$ cat src/rtl/julia_pkg.sv
// Shared types and constants for the Julia iteration sequencer and its pixel step.
package julia_pkg;

  localparam int unsigned WIDTH_DEF      = 20;
  localparam int unsigned FRACTIONAL_DEF = 10;
  localparam int unsigned INTEGRAL_DEF   = 10;

  typedef enum logic [1:0] {IDLE, ITER, DONE} seq_state_t;

  // 8-bit iteration counter, wide enough for MAX_ITER up to 255
  typedef logic [7:0] iter_t;

  function automatic int escape_sq(int unsigned frac);
    return 4 << frac;
  endfunction

  // |z|^2 escape limit of 4.0 at the default fraction width
  localparam int ESCAPE_SQ = escape_sq(FRACTIONAL_DEF);

endpackage

$ cat src/rtl/pixel_calculator.sv
// One combinational Julia step: z' = z^2 + c, |z'|^2 and iteration+1, all two's-complement wrapping.
module pixel_calculator
  import julia_pkg::*;
#(
  parameter int unsigned WIDTH      = WIDTH_DEF,
  parameter int unsigned FRACTIONAL = FRACTIONAL_DEF
) (
  input  logic signed [WIDTH-1:0] z_real_in,
  input  logic signed [WIDTH-1:0] z_imag_in,
  input  logic signed [WIDTH-1:0] c_real_in,
  input  logic signed [WIDTH-1:0] c_imag_in,
  input  iter_t                   iteration_in,
  output logic signed [WIDTH-1:0] z_real_out,
  output logic signed [WIDTH-1:0] z_imag_out,
  output logic signed [WIDTH-1:0] size_squared_out,
  output iter_t                   iteration_out
);

  localparam int unsigned PW = 2 * WIDTH + 1;

  logic signed [PW-1:0] rr, ii, ri, nrr, nii;

  always_comb begin
    // Each product is floored back to the fixed-point grid before summing
    rr = (PW'(z_real_in) * PW'(z_real_in)) >>> FRACTIONAL;
    ii = (PW'(z_imag_in) * PW'(z_imag_in)) >>> FRACTIONAL;
    ri = (PW'(z_real_in) * PW'(z_imag_in)) >>> (FRACTIONAL - 1);
    z_real_out = WIDTH'(rr - ii + PW'(c_real_in));
    z_imag_out = WIDTH'(ri + PW'(c_imag_in));
    nrr = (PW'(z_real_out) * PW'(z_real_out)) >>> FRACTIONAL;
    nii = (PW'(z_imag_out) * PW'(z_imag_out)) >>> FRACTIONAL;
    size_squared_out = WIDTH'(nrr + nii);
    iteration_out    = iteration_in + iter_t'(1);
  end

endmodule

$ cat src/rtl/julia_iteration_sequencer.sv
// Iterates pixel_calculator on one (z0, c) job until escape or MAX_ITER; result on valid/ready.
// Optional JULIA_PERF_COUNT_EN adds a saturating count of ITER cycles on perf_iter_count.
module julia_iteration_sequencer
  import julia_pkg::*;
#(
  parameter int unsigned WIDTH      = WIDTH_DEF,
  parameter int unsigned FRACTIONAL = FRACTIONAL_DEF,
  parameter int unsigned INTEGRAL   = INTEGRAL_DEF,
  parameter int unsigned MAX_ITER   = 255
) (
  input  logic                    clk,
  input  logic                    rst,
  input  logic                    job_valid,
  output logic                    job_ready,
  input  logic signed [WIDTH-1:0] job_z_real,
  input  logic signed [WIDTH-1:0] job_z_imag,
  input  logic signed [WIDTH-1:0] job_c_real,
  input  logic signed [WIDTH-1:0] job_c_imag,
  output logic                    res_valid,
  input  logic                    res_ready,
  output iter_t                   res_iter,
  output logic                    res_escaped,
  output logic signed [WIDTH-1:0] res_z_real,
  output logic signed [WIDTH-1:0] res_z_imag
`ifdef JULIA_PERF_COUNT_EN
  ,
  output logic [31:0]             perf_iter_count
`endif
);

  if (MAX_ITER == 0 || MAX_ITER > 255 || WIDTH != FRACTIONAL + INTEGRAL) begin : g_bad_cfg
    $error("julia_iteration_sequencer: illegal MAX_ITER or WIDTH/FRACTIONAL/INTEGRAL");
  end

  localparam logic signed [WIDTH-1:0] EscLim = WIDTH'(escape_sq(FRACTIONAL));

  seq_state_t state_q, state_d;
  logic signed [WIDTH-1:0] z_real_q, z_imag_q, c_real_q, c_imag_q;
  iter_t iter_q;

  logic signed [WIDTH-1:0] z_real_nx, z_imag_nx, size_nx;
  iter_t iter_nx;
  logic  escape, limit, finish;

  pixel_calculator #(
    .WIDTH     (WIDTH),
    .FRACTIONAL(FRACTIONAL)
  ) u_calc (
    .z_real_in       (z_real_q),
    .z_imag_in       (z_imag_q),
    .c_real_in       (c_real_q),
    .c_imag_in       (c_imag_q),
    .iteration_in    (iter_q),
    .z_real_out      (z_real_nx),
    .z_imag_out      (z_imag_nx),
    .size_squared_out(size_nx),
    .iteration_out   (iter_nx)
  );

  // A negative size means the squared magnitude wrapped, which is certainly an escape
  assign escape = size_nx[WIDTH-1] || (size_nx > EscLim);
  assign limit  = (iter_nx == iter_t'(MAX_ITER));
  assign finish = escape || limit;

  always_ff @(posedge clk or posedge rst) begin
    if (rst) state_q <= IDLE;
    else     state_q <= state_d;
  end

  always_comb begin
    state_d = state_q;
    unique case (state_q)
      IDLE:    if (job_valid) state_d = ITER;
      ITER:    if (finish) state_d = DONE;
      DONE:    if (res_ready) state_d = IDLE;
      default: state_d = IDLE;
    endcase
  end

  always_comb begin
    job_ready = (state_q == IDLE);
    res_valid = (state_q == DONE);
  end

  always_ff @(posedge clk or posedge rst) begin
    if (rst) begin
      z_real_q    <= '0;
      z_imag_q    <= '0;
      c_real_q    <= '0;
      c_imag_q    <= '0;
      iter_q      <= '0;
      res_iter    <= '0;
      res_escaped <= 1'b0;
      res_z_real  <= '0;
      res_z_imag  <= '0;
    end else begin
      unique case (state_q)
        IDLE: begin
          if (job_valid) begin
            z_real_q <= job_z_real;
            z_imag_q <= job_z_imag;
            c_real_q <= job_c_real;
            c_imag_q <= job_c_imag;
            iter_q   <= '0;
          end
        end
        ITER: begin
          if (finish) begin
            res_iter    <= iter_nx;
            res_escaped <= escape;
            res_z_real  <= z_real_nx;
            res_z_imag  <= z_imag_nx;
          end else begin
            z_real_q <= z_real_nx;
            z_imag_q <= z_imag_nx;
            iter_q   <= iter_nx;
          end
        end
        default: ;
      endcase
    end
  end

`ifdef JULIA_PERF_COUNT_EN
  always_ff @(posedge clk or posedge rst) begin
    if (rst) begin
      perf_iter_count <= '0;
    end else if (state_q == ITER && perf_iter_count != 32'hFFFF_FFFF) begin
      perf_iter_count <= perf_iter_count + 32'd1;
    end
  end
`endif

endmodule

$ cat config.mk
export PLATFORM = sky130hd
export DESIGN_NAME = julia_iteration_sequencer
export DESIGN_NICKNAME = d
export VERILOG_FILES = /design/src/rtl/julia_pkg.sv /design/src/rtl/pixel_calculator.sv /design/src/rtl/julia_iteration_sequencer.sv
export SDC_FILE = /design/constraint.sdc
export NUM_CORES = 2
export LEC_CHECK = 0
export ABC_CLOCK_PERIOD_IN_PS = 26100
export CAP_MARGIN = 20
export CORE_MARGIN = 2
export CORE_UTILIZATION = 50
export DETAILED_ROUTE_END_ITERATION = 7
export GPL_TIMING_DRIVEN = 0
export PLACE_DENSITY = 0.63
export SLEW_MARGIN = 20
export SYNTH_ARGS = -nofsm -noshare
export SYNTH_HDL_FRONTEND = slang
export SYNTH_SLANG_ARGS = --single-unit
$ cat constraint.sdc
create_clock -name clk -period 26.1 [get_ports clk]
set_input_delay 3.915 -clock clk [delete_from_list [all_inputs] [get_ports clk]]
set_output_delay 3.915 -clock clk [all_outputs]
set_load 0.01 [all_outputs]
; ---- Word-level counts from Yosys, hierarchy flattened
; Index checks and enable logic that the tools add are counted.
[classes]
add_sub_neg = 5
n_mul = 5
magnitude_cmp = 1
eq_ne = 7
n_mux = 13
n_reduce_logical = 8
[op_table]
columns = operator, n
row1 = multiplier 20 x 20 -> 30 bit, 4
row2 = two-way mux 20 bit, 4
row3 = case mux 20 bit (2 select lines), 2
row4 = adder 20 bit, 3
row5 = multiplier 20 x 20 -> 29 bit, 1
row6 = "> comparator 20 x 14 -> 1 bit, second input constant", 1
row7 = subtractor 20 bit, 1
row8 = two-way mux 8 bit, 2
row9 = case mux 8 bit (2 select lines), 1
row10 = "adder 8 x 1 -> 8 bit, second input constant", 1
row11 = "== test 8 bit, second input constant", 1
row12 = two-way mux 2 bit, 3
row13 = "inequality test 2 bit, second input constant", 3
row14 = case mux 2 bit (3 select lines), 1
row15 = AND reduction 3 bit, 2
row16 = AND reduction 2 bit, 2
row17 = "== test 2 x 1 -> 1 bit, second input constant", 1
row18 = "== test 2 bit, second input constant", 1
row19 = logical NOT 2 bit, 1
row20 = logical OR 1 bit, 2
row21 = "inequality test 2 x 1 -> 1 bit, second input constant", 1
row22 = nonzero test 2 bit, 1
[totals]
reg_bits = 139
output_inout_bits = 51
word_cells = 49

; ---- Depth between registers and ports, before layout
[logic_depth]
ltp_word = 10
ltp_mapped = 83
mapped_depth_nobuf = 78

; ---- Hierarchy
; From an unflattened synthesis, not the netlist that was laid out.
[hier_totals]
hier_cells = 6252
area_unflattened_um2 = 59256.8
[by_module_without_submodules]
columns = module, instances, cells_per_inst, area_per_inst_um2, seq_area_each_um2
row1 = pixel_calculator, 1, 5822, 53328.6, 0.0
row2 = julia_iteration_sequencer, 1, 430, 5928.2, 3478.3

; ---- Least setup slack after synthesis
; Ideal clock, no wire load.
[synth_timing]
path_type = reg-to-reg
start = reg z_imag_q[8]
end = reg res_z_imag[0]
setup_ps = 128
t_arrival_ps = 17379
path_slack_ps = 8594
path_stages_with_launch = 73
path_buffers = 5
synth_period_minus_slack_ps = 17506
path_cell_list = dfrtp_1 clkbuf_1 clkbuf_1 and2_1 fa_1 inv_1 fa_1 inv_1 fa_1 fa_1 inv_1 fa_1 inv_1 fa_1 fa_1 ha_1 a21o_1 a21o_1 [... 37 more ...] o21a_1 o21a_1 o21a_1 nor2_1 xnor2_1 ha_1 clkbuf_1 nand2_1 nand2_1 a211o_1 o21ai_0 o21ai_0 xnor2_1 xnor2_1 xnor3_2 a31oi_4 buf_2 mux2_1
[synth_between]
elab_chain_cells = 9
word_cells_on_any_way = 12
classes_between = add/sub: 4 / mul: 4 / order compare: 1 / reduce/logical: 3
[synth_rtl]
columns = element, line_no
row1 = "start, declared", julia_iteration_sequencer.sv:38  ; logic signed [WIDTH-1:0] z_real_q, z_imag_q, c_real_q, c_imag_q;
row2 = "start signal, assigned", julia_iteration_sequencer.sv:101  ; z_imag_q <= job_z_imag;
row3 = "start signal, assigned", julia_iteration_sequencer.sv:115  ; z_imag_q <= z_imag_nx;
row4 = multiplier 20 x 20 -> 30 bit *, pixel_calculator.sv:26  ; ii = (PW'(z_imag_in) * PW'(z_imag_in)) >>> FRACTIONAL;
row5 = subtractor 20 bit *, pixel_calculator.sv:28  ; z_real_out = WIDTH'(rr - ii + PW'(c_real_in));
row6 = adder 20 bit *, pixel_calculator.sv:28
row7 = via u_calc.z_real_out[14], pixel_calculator.sv:13  ; output logic signed [WIDTH-1:0] z_real_out,
row8 = multiplier 20 x 20 -> 30 bit *, pixel_calculator.sv:30  ; nrr = (PW'(z_real_out) * PW'(z_real_out)) >>> FRACTIONAL;
row9 = adder 20 bit *, pixel_calculator.sv:32  ; size_squared_out = WIDTH'(nrr + nii);
row10 = > comparator 20 x 14 -> 1 bit, julia_iteration_sequencer.sv:61  ; assign escape = size_nx[WIDTH-1] || (size_nx > EscLim);
row11 = logical OR 1 bit *, julia_iteration_sequencer.sv:61
row12 = logical OR 1 bit *, julia_iteration_sequencer.sv:63  ; assign finish = escape || limit;
row13 = AND reduction 2 bit (no line) *, --
row14 = "end signal, assigned", julia_iteration_sequencer.sv:112  ; res_z_imag <= z_imag_nx;
row15 = "end, declared", julia_iteration_sequencer.sv:24  ; output logic signed [WIDTH-1:0] res_z_imag
; The timed path passes the listed nets; every way through them passes the cells marked *.
; A chain may end at the register's enable or synchronous reset.

; ---- Worst setup path after layout
[layout_timing]
start = reg z_real_q[5]
end = reg z_imag_q[6]
[layout_between]
elab_chain_cells = 10
word_cells_on_any_way = 15
classes_between = add/sub: 4 / mul: 4 / order compare: 1 / eq/ne: 1 / mux: 2 / reduce/logical: 3
[layout_rtl]
columns = element, line_no
row1 = "start, declared", julia_iteration_sequencer.sv:38
row2 = "start signal, assigned", julia_iteration_sequencer.sv:100  ; z_real_q <= job_z_real;
row3 = "start signal, assigned", julia_iteration_sequencer.sv:114  ; z_real_q <= z_real_nx;
row4 = multiplier 20 x 20 -> 30 bit *, pixel_calculator.sv:25  ; rr = (PW'(z_real_in) * PW'(z_real_in)) >>> FRACTIONAL;
row5 = subtractor 20 bit *, pixel_calculator.sv:28
row6 = adder 20 bit *, pixel_calculator.sv:28
row7 = via u_calc.z_real_out[12], pixel_calculator.sv:13
row8 = multiplier 20 x 20 -> 30 bit *, pixel_calculator.sv:30
row9 = adder 20 bit *, pixel_calculator.sv:32
row10 = > comparator 20 x 14 -> 1 bit, julia_iteration_sequencer.sv:61
row11 = logical OR 1 bit *, julia_iteration_sequencer.sv:61
row12 = logical OR 1 bit *, julia_iteration_sequencer.sv:63
row13 = inequality test 2 bit (no line) *, --
row14 = AND reduction 3 bit (no line) *, --
; The timed path passes the listed nets; every way through them passes the cells marked *. The select of a mux whose other input is x is not followed.

==> results.rst <==
.. list-table::
   :header-rows: 1

   * - Metric
     - Value
   * - Result of the run
     - finished, final reports clean
   * - Startpoint type of the worst setup path
     - register
   * - Maximum clock skew at final layout
     - 0.0262 ns
   * - Flip-flop and latch count after synthesis
     - 139
   * - Final clock period utilization by the worst path
     - 0.872
   * - Area post-placement
     - about 62000 um^2
   * - Most common cell after layout, fill and taps aside
     - sky130_fd_sc_hd__inv_1
   * - Routed wire length
     - approximately 190000 um
   * - Final-report hold violation count
     - 0
   * - Routing usage on met2
     - 0.495
   * - Buffers inserted by post-CTS timing repair
     - 0
   * - Post-route DRC violation count
     - 0
   * - Die boundary width
     - ~350 um
   * - Antenna violations before repair
     - 17
   * - Wirelength per Cell
     - 23.5 um
   * - Via count of the first global-routing pass
     - between 40000 and 50000
   * - EDFF count, synth
     - 0
   * - Cell with the largest stage delay on the worst path
     - sky130_fd_sc_hd__clkbuf_1
   * - First-pass iteration count of the detailed router
     - 6
   * - Final number of setup-violating endpoints
     - 0
   * - Number of different library cells in the post-synthesis netlist
     - 74
   * - Number of standard-cell rows in the floorplan
     - roughly 130
   * - Slew Limit Headroom
     - 0.164
   * - Post-CTS clock slew at the launch and capture registers of the worst setup and hold paths
     - around 0.090 ns
   * - Dominant delay contributor by cell family on the critical path
     - adder cells
   * - RSZ-0062 raised after global routing
     - no
   * - Total clock sinks
     - about 140
   * - Slew Viols, Final
     - 0
   * - Vias
     - approximately 43000
   * - Most Used Layer, Global Route
     - met2
   * - Highest clock frequency the design can meet
     - 43.9 MHz
   * - Transition time at the pin with the least slew margin
     - 1.25 ns
   * - I/O Buffers
     - between 100 and 150
   * - Overflow after GRT
     - 0
   * - Die Footprint
     - ~120000 um^2
   * - Post-DR vias/cell
     - 5.35
   * - Count of routing violations after the opening detailed-route iteration
     - ~3300
   * - Met1 global-route usage
     - 0.442
   * - Final worst path period need
     - 22.77 ns
   * - Cell count after synthesis
     - about 6300
   * - Total non-filler cell area in the finished layout
     - 62900 um^2
   * - Maximum number of pins on one net before global-route repair
     - 83
   * - Overall fraction of global-route tracks in use
     - 0.325
   * - CP required
     - ~26 ns
   * - CP peak stage delay
     - between 0.9 and 1 ns
   * - Initial core utilization
     - 0.505
   * - Max Buffers Root-to-Sink
     - 2
   * - Global-route wire length before repair
     - between 200000 and 300000 um
   * - ANT nets after route
     - 0
   * - Die Ht
     - 347 um
   * - Grt met3 use
     - 0.0988
   * - Critical path's most frequent cell
     - sky130_fd_sc_hd__fa_1
   * - Part of the Yosys area used for sequential elements
     - 0.0591
   * - Crit path kind
     - register to register
   * - Area growth from synthesis to layout
     - 6.84%
   * - Yosys warnings
     - 0
   * - Avg Cell Area, Syn
     - between 9 and 10 um^2
   * - Synth Cell Area
     - ~60000 um^2
   * - Max Cap Violations
     - 0
   * - Number of placed cells counting well taps
     - 8005
   * - Post-DP HPWL
     - 159000 um
   * - Num CTS Buffers
     - 17
   * - Top-Level Pins
     - 135
   * - Fin Setup TNS
     - 0 ns
   * - Core footprint
     - ~120000 um^2
   * - Clock tree from TritonCTS
     - built
   * - Non-filler instance count after layout
     - approximately 8000
   * - Maximum fanout count along the critical path
     - 10
   * - Most instantiated flip-flop cell in the synthesis netlist
     - sky130_fd_sc_hd__dfrtp_1
   * - Cell chosen for the clock root
     - sky130_fd_sc_hd__clkbuf_16
   * - Share of final-layout standard cells stronger than drive strength 1
     - 0.0184
   * - Post-cts repair resize count
     - 0
   * - Fill cells
     - around 11000
   * - Syn nets
     - approximately 8400
   * - Worst-skew pair later-pin latency
     - roughly 0.53 ns
   * - Number of H-tree levels
     - 4
   * - Critical Path Sink Type
     - register
   * - Minimum hold slack
     - around 0.49 ns
   * - Kind of path behind the tightest hold check
     - register to register
   * - Ys async rst share
     - 1.00
   * - Gp weighted congestion
     - about 0.98
   * - Quantity of hold-fixing buffers added after cts
     - 0
   * - Most frequent cells in the layout
     - sky130_fd_sc_hd__inv_1, sky130_fd_sc_hd__fa_1, sky130_fd_sc_hd__nand2_1, sky130_fd_sc_hd__ha_1, sky130_fd_sc_hd__and2_1
   * - Bufs and invs on worst path
     - 14
   * - Arrival time at the worst endpoint
     - roughly 23 ns
   * - Final net count
     - between 8000 and 9000
registers in the layout (all words and copies together) (netlist names):
signal	cells
res_iter	8
res_z_imag	20
c_real_q	20
z_real_q	20
state_q	2
c_imag_q	20
res_escaped	1
res_z_real	20
z_imag_q	20
iter_q	8
cells in the mapped netlist (57+ instances only):
cell type | instances | area, um^2
sky130_fd_sc_hd__o21ai_0 | 64 | 320
sky130_fd_sc_hd__fa_1 | 1447 | 29000
sky130_fd_sc_hd__nand2_1 | 664 | 2490
sky130_fd_sc_hd__clkbuf_1 | 209 | 785
sky130_fd_sc_hd__inv_1 | 1796 | 6740
sky130_fd_sc_hd__xnor2_1 | 184 | 1610
sky130_fd_sc_hd__nor2_1 | 282 | 1060
sky130_fd_sc_hd__dfrtp_1 | 139 | 3480
sky130_fd_sc_hd__xor2_1 | 57 | 499
sky130_fd_sc_hd__and2_1 | 368 | 2300
sky130_fd_sc_hd__o21a_1 | 63 | 473
sky130_fd_sc_hd__a21oi_1 | 108 | 541
sky130_fd_sc_hd__ha_1 | 497 | 6220
path summary, 6_finish.rpt:
| path | start | end | slack [ns] | cells past startpoint |
|---|---|---|---|---|
| max in group asynchronous | rst | c_imag_q[12] | 21.38 | 3 |
| min | res_z_real[15] | res_z_real[15] | 0.49 | 1 |
| min reg2reg | res_z_real[15] | res_z_real[15] | 0.49 | 1 |
| max reg2reg | z_real_q[5] | z_imag_q[6] | 3.33 | 75 |
| max | z_real_q[5] | z_imag_q[6] | 3.33 | 75 |
| min in group asynchronous | rst | res_iter[5] | 3.85 | 2 |
logic make-up after synthesis:
group / Yosys count / share of synthesized area
muxes: 40 / 0.00752
AOI/OAI and AO/OA: 431 / 0.0487
xor gates and xnor gates: 245 / 0.0374
adders and majority gates: 1944 / 0.598
and+or+nand+nor: 1507 / 0.119
DFF: 139 / 0.0591
buffers and inverters: 2036 / 0.130
per-layer routing:
| metal | wire length, um | vias up |
|---|---|---|
| met5 | 37 | - |
| met4 | 7800 | 4 |
| met3 | 20600 | 363 |
| met2 | 82900 | 1837 |
| met1 | 77400 | 22100 |
| li1 | - | 18700 |
final cells by class:
class | count | area [um^2] | area share
multi-input combinational | 4167 | 47800 | 0.760
inverter | 1810 | 6800 | 0.108
sequential | 139 | 3480 | 0.0553
tap | 1524 | 1910 | 0.0303
timing repair buffer | 139 | 1420 | 0.0226
buffer | 226 | 890 | 0.0141
clock buffer | 17 | 425 | 0.00676
clock inverter | 15 | 180 | 0.00286
antenna | 3 | 7.51 | 0.000119
worst reg2reg max path: cells and delay by family (launching register included):
kind	cells	cell delay (ns)
simple gates	12	1.88
xor+xnor	6	2.29
compound gates	24	5.64
fa+ha+maj	19	8.11
buf+inv	14	4.29
flops	1	0.33
metrics by stage:
| step | setup slack [ns] | util |
|---|---|---|
| finish | 3.33 | 0.540 |
| global placement | 4.02 | 0.533 |
| global route | 2.59 | 0.540 |
| CTS | 3.82 | 0.540 |
| detailed placement | 3.93 | 0.535 |
| floorplan | 8.59 | - |
Power is not shown: default switching activity piles up to over one toggle a cycle in this logic, so the estimate is an artifact.
